==> config.mk <==
export PLATFORM = sky130hd
export DESIGN_NAME = turbo_rx_pb_sched
export DESIGN_NICKNAME = d
export VERILOG_FILES = /design/src/rtl/turbo_rx_pb_sched.sv
export SDC_FILE = /design/constraint.sdc
export NUM_CORES = 1
export LEC_CHECK = 0
export CAP_MARGIN = 20
export CELL_PAD_IN_SITES_DETAIL_PLACEMENT = 0
export CELL_PAD_IN_SITES_GLOBAL_PLACEMENT = 1
export CORE_MARGIN = 3
export CORE_UTILIZATION = 35
export CTS_CLUSTER_DIAMETER = 30
export DETAILED_ROUTE_END_ITERATION = 8
export PLACE_DENSITY_LB_ADDON = 0.05
export SLEW_MARGIN = 20
export SYNTH_ARGS = -nofsm -noshare
export SYNTH_HDL_FRONTEND = slang
export SYNTH_SLANG_ARGS = --single-unit
==> constraint.sdc <==
create_clock -name clk -period 7 [get_ports clk]
set_input_delay 0.7 -clock clk [delete_from_list [all_inputs] [get_ports clk]]
set_output_delay 0.7 -clock clk [all_outputs]
set_load 0.01 [all_outputs]
==> src/rtl/turbo_rx_pb_sched.sv <==
// PB scheduler for the HPGP turbo RX interleaver: fills each PB into one of two RAM
// regions and issues one read window per PB, keeping writes and reads of a region apart.
module turbo_rx_pb_sched #(
    parameter int D_WIDTH   = 2,
    parameter int A_WIDTH   = 12,
    parameter int NPB_WIDTH = 8
) (
    input  logic                 clk,
    input  logic                 n_rst,
    input  logic                 cfg_vld,
    input  logic [1:0]           cfg_pb_sel,
    input  logic [NPB_WIDTH-1:0] cfg_num_pb,
    input  logic                 cfg_mode,
    output logic                 cfg_rdy,
    input  logic [D_WIDTH-1:0]   in_data,
    input  logic                 in_vld,
    output logic                 in_rdy,
    output logic                 wen,
    output logic [A_WIDTH-1:0]   waddr,
    output logic [D_WIDTH-1:0]   wdata,
    output logic                 start,
    output logic [A_WIDTH-1:0]   pb_offset,
    output logic [A_WIDTH-1:0]   pb_len,
    output logic                 mod_int_dint,
    output logic [NPB_WIDTH-1:0] pb_idx,
    output logic                 frame_done,
    output logic                 cfg_err,
    output logic [2:0]           dbg_state
);

    typedef enum logic [1:0] {W_IDLE, W_FILL, W_WAIT} w_state_e;
    typedef enum logic {R_IDLE, R_READ} r_state_e;

    localparam logic [A_WIDTH-1:0] HALF_BASE = A_WIDTH'(1) << (A_WIDTH - 1);

    w_state_e               w_state_q, w_state_d;
    r_state_e               r_state_q, r_state_d;
    logic                   act_q, act_d;
    logic                   pp_q, pp_d;
    logic [NPB_WIDTH-1:0]   num_pb_q, num_pb_d;
    logic [A_WIDTH-1:0]     pb_len_q, pb_len_d;
    logic                   mode_q, mode_d;
    logic [1:0]             full_q, full_d;
    logic                   wbuf_q, wbuf_d;
    logic                   rbuf_q, rbuf_d;
    logic [A_WIDTH-1:0]     wcnt_q, wcnt_d;
    logic [A_WIDTH-1:0]     rcnt_q, rcnt_d;
    logic [NPB_WIDTH-1:0]   wpb_q, wpb_d;
    logic [NPB_WIDTH-1:0]   pb_idx_q, pb_idx_d;
    logic                   wen_q, wen_d;
    logic [A_WIDTH-1:0]     waddr_q, waddr_d;
    logic [D_WIDTH-1:0]     wdata_q, wdata_d;
    logic                   start_q, start_d;
    logic [A_WIDTH-1:0]     pb_offset_q, pb_offset_d;
    logic                   frame_done_q, frame_done_d;
    logic                   cfg_err_q, cfg_err_d;
    logic [1:0]             set_full, clr_full;
    logic                   tgt;

    // Valid/ready: a config transfers when cfg_vld && cfg_rdy, a symbol when
    // in_vld && in_rdy, both on the rising clk edge; nothing transfers otherwise.
    always_comb begin
        w_state_d    = w_state_q;
        r_state_d    = r_state_q;
        act_d        = act_q;
        pp_d         = pp_q;
        num_pb_d     = num_pb_q;
        pb_len_d     = pb_len_q;
        mode_d       = mode_q;
        wbuf_d       = wbuf_q;
        rbuf_d       = rbuf_q;
        wcnt_d       = wcnt_q;
        rcnt_d       = rcnt_q;
        wpb_d        = wpb_q;
        pb_idx_d     = pb_idx_q;
        wen_d        = 1'b0;
        waddr_d      = waddr_q;
        wdata_d      = wdata_q;
        start_d      = 1'b0;
        pb_offset_d  = pb_offset_q;
        frame_done_d = 1'b0;
        cfg_err_d    = 1'b0;
        set_full     = 2'b00;
        clr_full     = 2'b00;
        tgt          = wbuf_q;

        if (cfg_vld && !act_q) begin
            if (cfg_pb_sel == 2'd3 || cfg_num_pb == '0) begin
                cfg_err_d = 1'b1;
            end else begin
                act_d     = 1'b1;
                w_state_d = W_FILL;
                pp_d      = (cfg_pb_sel != 2'd2);
                num_pb_d  = cfg_num_pb;
                mode_d    = cfg_mode;
                wbuf_d    = 1'b0;
                rbuf_d    = 1'b0;
                wcnt_d    = '0;
                rcnt_d    = '0;
                wpb_d     = '0;
                pb_idx_d  = '0;
                case (cfg_pb_sel)
                    2'd0:    pb_len_d = A_WIDTH'(12'h040);
                    2'd1:    pb_len_d = A_WIDTH'(12'h220);
                    default: pb_len_d = A_WIDTH'(12'h820);
                endcase
            end
        end

        case (w_state_q)
            W_FILL: begin
                if (in_vld) begin
                    wen_d   = 1'b1;
                    waddr_d = (wbuf_q ? HALF_BASE : '0) + wcnt_q;
                    wdata_d = in_data;
                    wcnt_d  = wcnt_q + A_WIDTH'(1);
                    if (wcnt_q == pb_len_q - A_WIDTH'(1)) begin
                        set_full[wbuf_q] = 1'b1;
                        wcnt_d           = '0;
                        wpb_d            = wpb_q + NPB_WIDTH'(1);
                        if (wpb_q + NPB_WIDTH'(1) == num_pb_q) begin
                            w_state_d = W_IDLE;
                        end else begin
                            // 520 B reuses the region just filled, so it always waits.
                            tgt    = pp_q ? ~wbuf_q : wbuf_q;
                            wbuf_d = tgt;
                            if (full_q[tgt] || tgt == wbuf_q) begin
                                w_state_d = W_WAIT;
                            end
                        end
                    end
                end
            end
            W_WAIT: begin
                if (!full_q[wbuf_q]) begin
                    w_state_d = W_FILL;
                end
            end
            default: ;
        endcase

        case (r_state_q)
            R_IDLE: begin
                if (act_q && full_q[rbuf_q]) begin
                    start_d     = 1'b1;
                    pb_offset_d = rbuf_q ? HALF_BASE : '0;
                    rcnt_d      = '0;
                    r_state_d   = R_READ;
                end
            end
            default: begin
                // Window is pb_len reads plus two cycles of interleaver pipeline.
                if (rcnt_q == pb_len_q + A_WIDTH'(1)) begin
                    clr_full[rbuf_q] = 1'b1;
                    if (pp_q) begin
                        rbuf_d = ~rbuf_q;
                    end
                    pb_idx_d  = pb_idx_q + NPB_WIDTH'(1);
                    r_state_d = R_IDLE;
                    if (pb_idx_q + NPB_WIDTH'(1) == num_pb_q) begin
                        frame_done_d = 1'b1;
                        act_d        = 1'b0;
                    end
                end else begin
                    rcnt_d = rcnt_q + A_WIDTH'(1);
                end
            end
        endcase

        full_d = (full_q | set_full) & ~clr_full;
    end

    always_ff @(posedge clk or negedge n_rst) begin
        if (!n_rst) begin
            w_state_q    <= W_IDLE;
            r_state_q    <= R_IDLE;
            act_q        <= 1'b0;
            pp_q         <= 1'b0;
            num_pb_q     <= '0;
            pb_len_q     <= '0;
            mode_q       <= 1'b0;
            full_q       <= 2'b00;
            wbuf_q       <= 1'b0;
            rbuf_q       <= 1'b0;
            wcnt_q       <= '0;
            rcnt_q       <= '0;
            wpb_q        <= '0;
            pb_idx_q     <= '0;
            wen_q        <= 1'b0;
            waddr_q      <= '0;
            wdata_q      <= '0;
            start_q      <= 1'b0;
            pb_offset_q  <= '0;
            frame_done_q <= 1'b0;
            cfg_err_q    <= 1'b0;
        end else begin
            w_state_q    <= w_state_d;
            r_state_q    <= r_state_d;
            act_q        <= act_d;
            pp_q         <= pp_d;
            num_pb_q     <= num_pb_d;
            pb_len_q     <= pb_len_d;
            mode_q       <= mode_d;
            full_q       <= full_d;
            wbuf_q       <= wbuf_d;
            rbuf_q       <= rbuf_d;
            wcnt_q       <= wcnt_d;
            rcnt_q       <= rcnt_d;
            wpb_q        <= wpb_d;
            pb_idx_q     <= pb_idx_d;
            wen_q        <= wen_d;
            waddr_q      <= waddr_d;
            wdata_q      <= wdata_d;
            start_q      <= start_d;
            pb_offset_q  <= pb_offset_d;
            frame_done_q <= frame_done_d;
            cfg_err_q    <= cfg_err_d;
        end
    end

    ap_full_set_clr_disjoint: assert property (@(posedge clk) disable iff (!n_rst)
        (set_full & clr_full) == 2'b00);

    assign cfg_rdy      = !act_q;
    assign in_rdy       = (w_state_q == W_FILL);
    assign wen          = wen_q;
    assign waddr        = waddr_q;
    assign wdata        = wdata_q;
    assign start        = start_q;
    assign pb_offset    = pb_offset_q;
    assign pb_len       = pb_len_q;
    assign mod_int_dint = mode_q;
    assign pb_idx       = pb_idx_q;
    assign frame_done   = frame_done_q;
    assign cfg_err      = cfg_err_q;
    assign dbg_state    = {r_state_q, w_state_q};

endmodule

==> results of run 1 <==
-- critical path, cell delays in order, from the launching register on --
cell	delay, ns
dfrtp_1	0.52
inv_1	0.11
ha_1	0.24
ha_1	0.29
xor2_1	0.21
nand4_1	0.17
o31ai_2	0.86
o22ai_1	0.20
a22o_1	0.27
-- state kept, by name, indices dropped and copies added, names as in the netlist --
| name | cells |
|---|---|
| pp_q | 1 |
| pb_idx | 8 |
| cfg_err | 1 |
| wen | 1 |
| num_pb_q | 8 |
| act_q | 1 |
| mod_int_dint | 1 |
| wcnt_q | 12 |
| rbuf_q | 1 |
| start | 1 |
| wbuf_q | 1 |
| pb_offset | 1 |
| frame_done | 1 |
| wpb_q | 8 |
| wdata | 2 |
| waddr | 12 |
| r_state_q | 1 |
| rcnt_q | 12 |
| pb_len | 4 |
| full_q | 2 |
| w_state_q | 2 |
-- cells in the mapped netlist, drive strengths merged (2+ instances only) --
| cell | instances |
|---|---|
| dfrtp | 81 |
| nand2 | 73 |
| o21ai | 49 |
| nor2 | 39 |
| buf | 27 |
| nand3 | 22 |
| a21oi | 19 |
| xnor2 | 17 |
| xor2 | 17 |
| mux2 | 16 |
| o31ai | 12 |
| clkbuf | 11 |
| and3 | 10 |
| and2 | 9 |
| ha | 9 |
| inv | 9 |
| nand4 | 5 |
| nor2b | 5 |
| nor3 | 5 |
| nor4 | 5 |
| a211oi | 4 |
| nand3b | 4 |
| a22o | 3 |
| mux2i | 3 |
| o21a | 3 |
| or4 | 3 |
| and4 | 2 |
| o211ai | 2 |
| o22ai | 2 |
| o41ai | 2 |
| or3 | 2 |
-- layer usage --
metal  track usage [%]  wire (um)  part of all wire (%)  up-vias
met2             24.08       4951                    45       70
li1                  -          -                     -     1762
met4             4.939        123                   1.1        0
met3             4.100        501                   4.6       12
met1             22.24       5316                    49     1739
met5                 0          0                     0        -
-- power by group through the flow --
| stage | clock [W] | sequential [W] | combinational [W] |
|---|---|---|---|
| 2_1_floorplan | 0 | 0.000612 | 0.000202 |
| 3_3_place_gp | 0 | 0.000623 | 0.000329 |
| 3_5_place_dp | 0 | 0.000624 | 0.000334 |
| 4_1_cts | 0.000515 | 0.000616 | 0.000336 |
| 5_1_grt | 0.000531 | 0.000629 | 0.000368 |
| 6_report | 0.000502 | 0.000616 | 0.000329 |
-- worst max-delay path by stage --
stage / slack (ns) / depth (start not counted) / start / endpoint
floorplan: 4.62 / 8 / pb_len[5] / wpb_q[3]
global placement: 3.90 / 7 / cfg_num_pb[3] / wcnt_q[3]
detailed placement: 3.75 / 6 / in_vld / wcnt_q[3]
CTS: 3.97 / 8 / pb_len[5] / wcnt_q[5]
global route: 3.72 / 9 / pb_len[5] / wcnt_q[6]
finish: 3.99 / 8 / pb_len[5] / wcnt_q[5]
-- area by class of cell --
| type | instances | area [um2] | share of cell area (%) |
|---|---|---|---|
| clock buffers | 13 | 280.3 | 5.147 |
| well taps | 168 | 210.2 | 3.860 |
| flip-flops and latches | 81 | 2027 | 37.22 |
| repair buffers | 56 | 554.3 | 10.18 |
| multi-input cells | 377 | 2301 | 42.26 |
| inverters | 10 | 37.54 | 0.6893 |
| clock inverters | 2 | 35.03 | 0.6434 |
-- through the flow --
step | power [W] | area (um2)
6_report | 0.001447 | 5445
2_1_floorplan | 0.0008134 | 4594
3_5_place_dp | 0.0009580 | 5126
5_1_grt | 0.001528 | 5445
3_3_place_gp | 0.0009524 | 5126
4_1_cts | 0.001467 | 5441
-- cell families (layout without fill, tap and decap cells) --
logic type      after synthesis  count (layout)  synth area share [%]
mux                          19              19                 4.643
compound gates              107             107                 14.48
simple gates                188             188                 20.43
flops                        81              81                 44.78
fa+ha+maj                     9               9                 2.488
buf+inv                      48              81                 5.998
other cells                   1              19               0.08284
xor+xnor                     35              35                 7.103
==> results.md, run 1 <==
- Synth area leader: dfrtp_1
- Pleak: 2.379 nW
- Final setup violation count: 0
- First-pass iteration count of the detailed router: 4
- CTS tree: built
- Post-synth top flop: dfrtp_1
- IO Pins: 73
- R2R Setup Slk: 3.99 ns
- Critical Path Fanout Max: 14
- Commonest non-fill, non-tap cell in the layout: dfrtp_1
- Top-area cell type share of the netlist area: 44.78%
- Warnings from Yosys: 0
- Min-delay worst type: primary input to async pin
- Drt drc: 0
- EDFF count, synth: 0
- CP Class: flip-flop to flip-flop
- Peak VDD IR: 0.1398 mV
- Crit end category: flip-flop
- Commonest non-fill, non-tap cells in the layout: dfrtp_1 (81), nand2_1 (73), clkdlybuf4s50_1 (52)
- Clk Latency, worst-skew pair: 0.35 ns
- Clock Sinks: 81
- Layout cells sized above 1: 8.905%
- Worst r2r path cells: 8
- Minimum clock period: 3.007 ns
- GRT Total Usage: 15.87%
- Register area share after synthesis: 44.78%
- CP arrival: 3.24 ns
- Die Y: 119.7 um
- Sw Ratio: 30.01%
- Root Buffer: clkbuf_16
- Worst-path clk slew: 0.06 ns
- Synth top area cells: dfrtp_1 (45%), nand2_1 (6.1%), o21ai_0 (5.1%), mux2_2 (4.0%), buf_4 (3.3%)
- Int Power: 0.001013 W
- Die width: 119.7 um
- Worst R2R Start: pb_len[5]
- Final wirelength: 10.89 mm
- H-tree depth: 3
- CP Launch Type: flip-flop
- Distinct cells, synth: 59
- Fin cells: 707
- Area Growth Syn to Fin: 20.29%
- Num rows: 40
- Post-CTS resize count: 0
- Pre-CTS WS: 3.747 ns
- CTS buffer count: 9
- IO buf count: 53
- Flop pwr share: 42.6%
- Final ANT Viol Nets: 0
- Min Hold Slack: 0.3826 ns
- Final HPWL DP: 7.801 mm
- Vias: 3583
- Syn Area/Cell: 9.276 um2
- Via/cell ratio: 5.068
- Clock power frac: 34.7%
- Global-route wire length before repair: 18.08 mm
- Least-Margin Pin Slew: 0.9998 ns
- Fin. max-slew vios: 0
- Antenna diodes: 0
- Combinational power share: 22.7%
- Max Clock Freq: 332.5 MHz
- RSZ-0062 raised after global routing: false
- Post-CTS Setup Inserts: 0
- Setup TNS: 0 ns
- Outcome: finished, final reports clean
- Final worst-path cycle share: 42.96%
- PnR worst setup slack: 3.993 ns
- Worst slew margin: 32.95%
- Initial antenna violation count: 0
- Util after Layout: 44.23%
- # fillers: 1238
- FF-to-FF End: wcnt_q[5]
- Cts hold-fix bufs: 0
- Final clock skew: 0.006185 ns
- Largest net degree at the start of global routing: 82
- Final Hold Viols: 0
- Final layout net count: 561
- Clock Path Buffers: 2
- Total gr overflow: 0
- Wirelength per Cell: 15.41 um
- Placed cell count: 692
- Power per cell area: 265.7 nW/um2
- Max-cap violation count: 0
- Starting Density: 36.77%
- Synthesized cell area: 4527 um2
- RD Place Congestion: 0.8001
- Synthesis-stage register bit count: 81
- Cells after Synth: 488
- WP data required: 7.23 ns
- Core Region: 12310 um2
- Net Switching: 0.0004342 W
- Die area: 14330 um2
- Initial DRC count: 218
- Vias in the first global route: 3441
- Asr flop ratio synth: 100.0%
(Power assumes the default switching activity.)
==> inputs of run 2 (changes only) <==
==> constraint.sdc (replaced) <==
create_clock -name clk -period 2.4 [get_ports clk]
set_input_delay 0.24 -clock clk [delete_from_list [all_inputs] [get_ports clk]]
set_output_delay 0.24 -clock clk [all_outputs]
set_load 0.01 [all_outputs]
==> run 2 against run 1 <==
Compared with the run above: clock skew is 0.0011 ns lower; highest routed layer unchanged; clock-buffer cell count is 4 lower; critical endpoint is now wbuf_q; largest cell class unchanged; sequential share of layout area is 1.7 points lower; cell count is 4.0% higher.
==> results.md, run 2 (synthesis results as in run 1) <==
- Final layout net count: 589 (+5.0%)
- IO buf count: 53 (unchanged)
- Via/cell ratio: 4.996 (-1.4%)
- CP arrival: 2.46 ns (-0.78 ns)
- Final worst-path cycle share: 92.30% (+49 points)
- Placed cell count: 716 (+3.5%)
- Util after Layout: 46.33% (+2.1 points)
- WP data required: 2.64 ns (-4.59 ns)
- Antenna diodes: 0 (unchanged)
- Clock Sinks: 81 (unchanged)
- Least-Margin Pin Slew: 0.7041 ns (-0.2957 ns)
- H-tree depth: 3 (unchanged)
- Drt drc: 0 (unchanged)
- Fin cells: 735 (+4.0%)
- Net Switching: 0.001319 W (+200%)
- Final setup violation count: 0 (unchanged)
- Worst r2r path cells: 9 (+1)
- Final HPWL DP: 7.930 mm (+1.7%)
- CTS tree: built
- Power per cell area: 742.7 nW/um2 (+180%)
- Worst-path clk slew: 0.06 ns (about the same)
- Fin. max-slew vios: 0 (unchanged)
- Combinational power share: 25.9% (+3.2 points)
- Worst-path cell chain: inv_1, ha_2, ha_4, xor3_2, and3b_1, and3_1, and2_4, a21oi_1, o31ai_1
- Minimum clock period: 2.215 ns (-0.7921 ns)
- RSZ-0062 raised after global routing: false
- Largest net degree at the start of global routing: 48 (-41%)
- Die Y: 119.7 um (unchanged)
- Vias: 3672 (+2.5%)
- Commonest non-fill, non-tap cell in the layout: dfrtp_1
- Min-delay worst type: primary input to async pin
- Max Clock Freq: 451.4 MHz (+36%)
- RD Place Congestion: 0.8070 (+0.86%)
- Final clock skew: 0.005120 ns (-0.001065 ns)
- Critical Path Fanout Max: 3 (-11)
- Final Hold Viols: 0 (unchanged)
- Core Region: 12310 um2 (unchanged)
- Vias in the first global route: 3655 (+6.2%)
- Final wirelength: 11.04 mm (+1.3%)
- Max-cap violation count: 0 (unchanged)
- Peak VDD IR: 0.5317 mV (+280%)
- GRT Total Usage: 16.16% (+0.29 points)
- CP Class: flip-flop to flip-flop
- Area Growth Syn to Fin: 26.01%
- Global-route wire length before repair: 18.62 mm (+3.0%)
- Worst R2R Start: pb_len[6]
- Clock power frac: 32.1% (-2.6 points)
- Crit end category: flip-flop
- IO Pins: 73 (unchanged)
- Final ANT Viol Nets: 0 (unchanged)
- Clock Path Buffers: 2 (unchanged)
- Wirelength per Cell: 15.02 um (-2.5%)
- Root Buffer: clkbuf_16
- Worst slew margin: 52.89% (+20 points)
- Int Power: 0.002917 W (+190%)
- Sw Ratio: 31.15% (+1.1 points)
- Die area: 14330 um2 (unchanged)
- Initial DRC count: 248 (+14%)
- Initial antenna violation count: 0 (unchanged)
- First-pass iteration count of the detailed router: 4 (unchanged)
- Critical Path Start: pb_len[6]
- Total power: 0.004236 W (+190%)
- Clk Latency, worst-skew pair: 0.35 ns (about the same)
- Num rows: 40 (unchanged)
- Starting Density: 36.77% (unchanged)
- Die width: 119.7 um (unchanged)
- Total gr overflow: 0 (unchanged)
- Flop pwr share: 42.0% (-0.6 points)
- Layout cells sized above 1: 14.64% (+5.7 points)
- Outcome: finished, final reports clean
- CP Launch Type: flip-flop
- CTS buffer count: 9 (unchanged)
- Setup TNS: 0 ns (unchanged)
- Pleak: 2.498 nW (+5.0%)
- Commonest non-fill, non-tap cells in the layout: dfrtp_1 (81), nand2_1 (73), clkdlybuf4s50_1 (52)
- Crit-path max cell delay: 0.38 ns (-0.48 ns)
- Worst path slowest cell: dfrtp_1
run 2: repair_timing:
action	4_1_cts	5_1_grt
pin swaps	0	4
gates cloned	0	1
endpoints found under the setup margin	1	23
resized for setup	1	14
hold buffers	1	0
setup buffers	0	2
endpoints found under the hold margin	34	0
run 2: final timing paths:
check / endpoint / slack, ns
min: rcnt_q[1] / 0.39
min reg2reg: mod_int_dint / 0.49
max reg2reg: wbuf_q / 0.18
max in group asynchronous: wpb_q[5] / 1.39
max: wbuf_q / 0.18
min in group clk: mod_int_dint / 0.44
run 2: power by group through the flow:
stage | registers (W) | logic, W | clock network, W
floorplan | 0.00178 | 0.000588 | 0
global placement | 0.00180 | 0.00103 | 0
detailed placement | 0.00180 | 0.00104 | 0
CTS | 0.00178 | 0.00105 | 0.00141
global route | 0.00182 | 0.00123 | 0.00146
finish | 0.00178 | 0.00110 | 0.00136
run 2: area by class of cell:
cell class              instances  area (um2)
clock buffers                   9       225.2
multi-input cells             377        2361
fillers                      1230        6608
well taps                     168       210.2
clock inverters                 6       60.06
inverters                      10       37.54
flip-flops and latches         81        2027
repair buffers                 84       783.3
run 2: stage by stage:
stage          cell area [um2]  setup slack [ns]  hold slack [ns]
2_1_floorplan             4594           0.01742         -0.05559
3_3_place_gp              5314           -0.2063           0.2405
3_5_place_dp              5314           -0.2326           0.2413
4_1_cts                   5615           0.03880           0.4197
5_1_grt                   5704           0.04807           0.4413
6_report                  5704            0.1848           0.3946
run 2: metal layers:
layer / wire length, um / up-vias / part of all wire, % / global-route usage, %
li1: - / 1819 / - / -
met1: 5536 / 1783 / 50 / 22.55
met2: 4940 / 65 / 45 / 24.36
met3: 454 / 5 / 4.1 / 4.713
met4: 105 / 0 / 0.95 / 4.724
met5: 0 / - / 0 / 0
run 2: critical path, delay by kind of cell, from the launching register on:
| family | cells | cell delay [ns] |
|---|---|---|
| flops | 1 | 0.38 |
| buf+inv | 1 | 0.09 |
| compound gates | 2 | 0.32 |
| simple gates | 3 | 0.64 |
| xor+xnor | 1 | 0.31 |
| fa+ha+maj | 2 | 0.35 |
==> inputs of run 3 (changes only) <==
==> constraint.sdc (replaced) <==
create_clock -name clk -period 2.2 [get_ports clk]
set_input_delay 0.22 -clock clk [delete_from_list [all_inputs] [get_ports clk]]
set_output_delay 0.22 -clock clk [all_outputs]
set_load 0.02 [all_outputs]
==> run 3 against run 2 <==
Compared with the run above: the run now ends with negative setup slack left; critical path depth is 2 higher; fmax shrank 2.4%; clock power up 4%; design area is 4.8% higher; die area did not move; via count up 3.4%; flip-flop and latch count stayed put; utilization increased by 2.2 points; first-iteration DRC count down 34%; largest cell class unchanged.
==> results.md, run 3 (synthesis results as in run 1) <==
- RD Place Congestion: 0.7699 (-4.6%)
- Worst-path clk slew: 0.06 ns (about the same)
- R2R Setup Slk: -0.07 ns (-0.26 ns)
- Layout cells sized above 1: 21.25% (+6.6 points)
- Final layout net count: 614 (+4.2%)
- IO buf count: 53 (unchanged)
- Final ANT Viol Nets: 0 (unchanged)
- Drt drc: 0 (unchanged)
- Final HPWL DP: 8.327 mm (+5.0%)
- First-pass iteration count of the detailed router: 4 (unchanged)
- Power per cell area: 795.7 nW/um2 (+7.1%)
- Least-Margin Pin Slew: 0.6929 ns (-0.01114 ns)
- Max Clock Freq: 440.4 MHz (-2.4%)
- RSZ-0062 raised after global routing: true
- Worst slew margin: 53.63% (+0.75 points)
- Clock Path Buffers: 2 (unchanged)
- Cell Area, Placed: 5503 um2 (+3.6%)
- Peak VDD IR: 0.4306 mV (-19%)
- Final Cell Area: 5977 um2 (+4.8%)
- IO Pins: 73 (unchanged)
- Min-delay worst type: primary input to flip-flop
- Minimum clock period: 2.271 ns (+0.05557 ns)
- CP Launch Type: flip-flop
- Die area: 14330 um2 (unchanged)
- H-tree depth: 3 (unchanged)
- Root Buffer: clkbuf_16
- Commonest non-fill, non-tap cell in the layout: dfrtp_1
- Pleak: 2.630 nW (+5.3%)
- Total gr overflow: 0 (unchanged)
- FF-to-FF End: wcnt_q[8]
- CP arrival: 2.49 ns (+0.03 ns)
- Critical Path Start: pb_len[5]
- Final Hold Viols: 0 (unchanged)
- Clock Sinks: 81 (unchanged)
- Antenna diodes: 0 (unchanged)
- Global-route wire length before repair: 19.42 mm (+4.3%)
- Die width: 119.7 um (unchanged)
- WP data required: 2.42 ns (-0.22 ns)
- Die Y: 119.7 um (unchanged)
- Failing checks: negative setup slack
- Final setup violation count: 5 (+5)
- Clk Latency, worst-skew pair: 0.35 ns (about the same)
- Worst R2R Start: pb_len[5]
- CP Class: flip-flop to flip-flop
- Area Growth Syn to Fin: 32.03%
- Max-cap violation count: 0 (unchanged)
- Final worst-path cycle share: 103.2% (+11 points)
- Outcome: complete, but fails checks
- Largest net degree at the start of global routing: 40 (-17%)
- Vias: 3796 (+3.4%)
- Initial DRC count: 163 (-34%)
- Vias in the first global route: 3772 (+3.2%)
- CTS buffer count: 9 (unchanged)
- Starting Density: 36.77% (unchanged)
- GRT Total Usage: 17.03% (+0.87 points)
- Via/cell ratio: 4.988 (-0.16%)
- Wirelength per Cell: 15.03 um (about the same)
- Crit end category: flip-flop
- CTS tree: built
- Num rows: 40 (unchanged)
- Worst r2r path cells: 11 (+2)
- Initial antenna violation count: 0 (unchanged)
- Final wirelength: 11.44 mm (+3.6%)
- Fin. max-slew vios: 0 (unchanged)
- Core Region: 12310 um2 (unchanged)
- Critical Path Fanout Max: 7 (+4)
- Commonest non-fill, non-tap cells in the layout: dfrtp_1 (78), nand2_1 (73), clkdlybuf4s50_1 (52), buf_4 (52), nor2_1 (36)
- Final clock skew: 0.005993 ns (+0.0008735 ns)
- Total power: 0.004756 W (+12%)
- PnR worst setup slack: -0.07074 ns (-0.2556 ns)
- Critical Path End: wcnt_q[8]
-- run 3: critical path, cell delays in order (launching register included) --
cell and delay (ns):
dfrtp_2 0.36, inv_2 0.05, ha_4 0.16, ha_4 0.26
xor2_2 0.16, nand4_1 0.19, buf_4 0.19, o31ai_4 0.34
buf_6 0.19, nor2_4 0.03, o21ai_2 0.14, o41ai_2 0.07
-- run 3: area by class of cell --
| class | count | area, um2 |
|---|---|---|
| Clock buffer | 11 | 242.7 |
| Clock inverter | 5 | 31.28 |
| Fill cell | 1213 | 6335 |
| Inverter | 10 | 37.54 |
| Multi-Input combinational cell | 377 | 2450 |
| Sequential cell | 81 | 2031 |
| Tap cell | 168 | 210.2 |
| Timing Repair Buffer | 109 | 974.7 |
-- run 3: stage by stage --
step	utilization, %	setup TNS (ns)	instances	hold WS (ns)	setup WS, ns
after global routing	48.55	-1.552	761	0.4173	-0.2031
after CTS	47.32	0	756	0.3990	0.003434
after global placement	44.70	-6.142	738	0.2586	-0.2282
after detailed placement	44.70	-7.538	738	0.2567	-0.2660
final	48.55	-0.2028	761	0.4090	-0.07074
after floorplan	-	-0.1372	506	-0.07559	-0.04682
-- run 3: timing repair --
| item | in CTS | in global routing |
|---|---|---|
| hold buffers | 1 | 0 |
| endpoints found under the hold margin | 37 | 0 |
| setup buffers | 1 | 6 |
| resized for setup | 11 | 41 |
| pin swaps | 5 | 18 |
| endpoints found under the setup margin | 10 | 32 |
-- run 3: worst min-delay path by stage --
stage	cells after the start	endpoint	start	slack, ns
floorplan	0	act_q	n_rst	-0.08
global placement	1	wpb_q[4]	n_rst	0.26
detailed placement	1	wpb_q[4]	n_rst	0.26
CTS	3	mod_int_dint	cfg_mode	0.40
global route	3	mod_int_dint	cfg_mode	0.42
finish	3	mod_int_dint	cfg_mode	0.41
-- run 3: power breakdown --
part	internal (W)	total (W)	leakage, nW	switching [W]
registers	0.00170	0.00194	1.03	0.000240
clock network	0.000792	0.00142	0.135	0.000624
logic	0.000682	0.00140	1.46	0.000723
total	0.00317	0.00476	2.63	0.00159
-- run 3: metal layers --
layer | vias up | GRT usage (%) | share of wire, %
li1 | 1879 | - | -
met1 | 1827 | 22.80 | 48
met2 | 75 | 26.69 | 46
met3 | 15 | 4.336 | 4.3
met4 | 0 | 6.228 | 1.6
met5 | - | 0 | 0
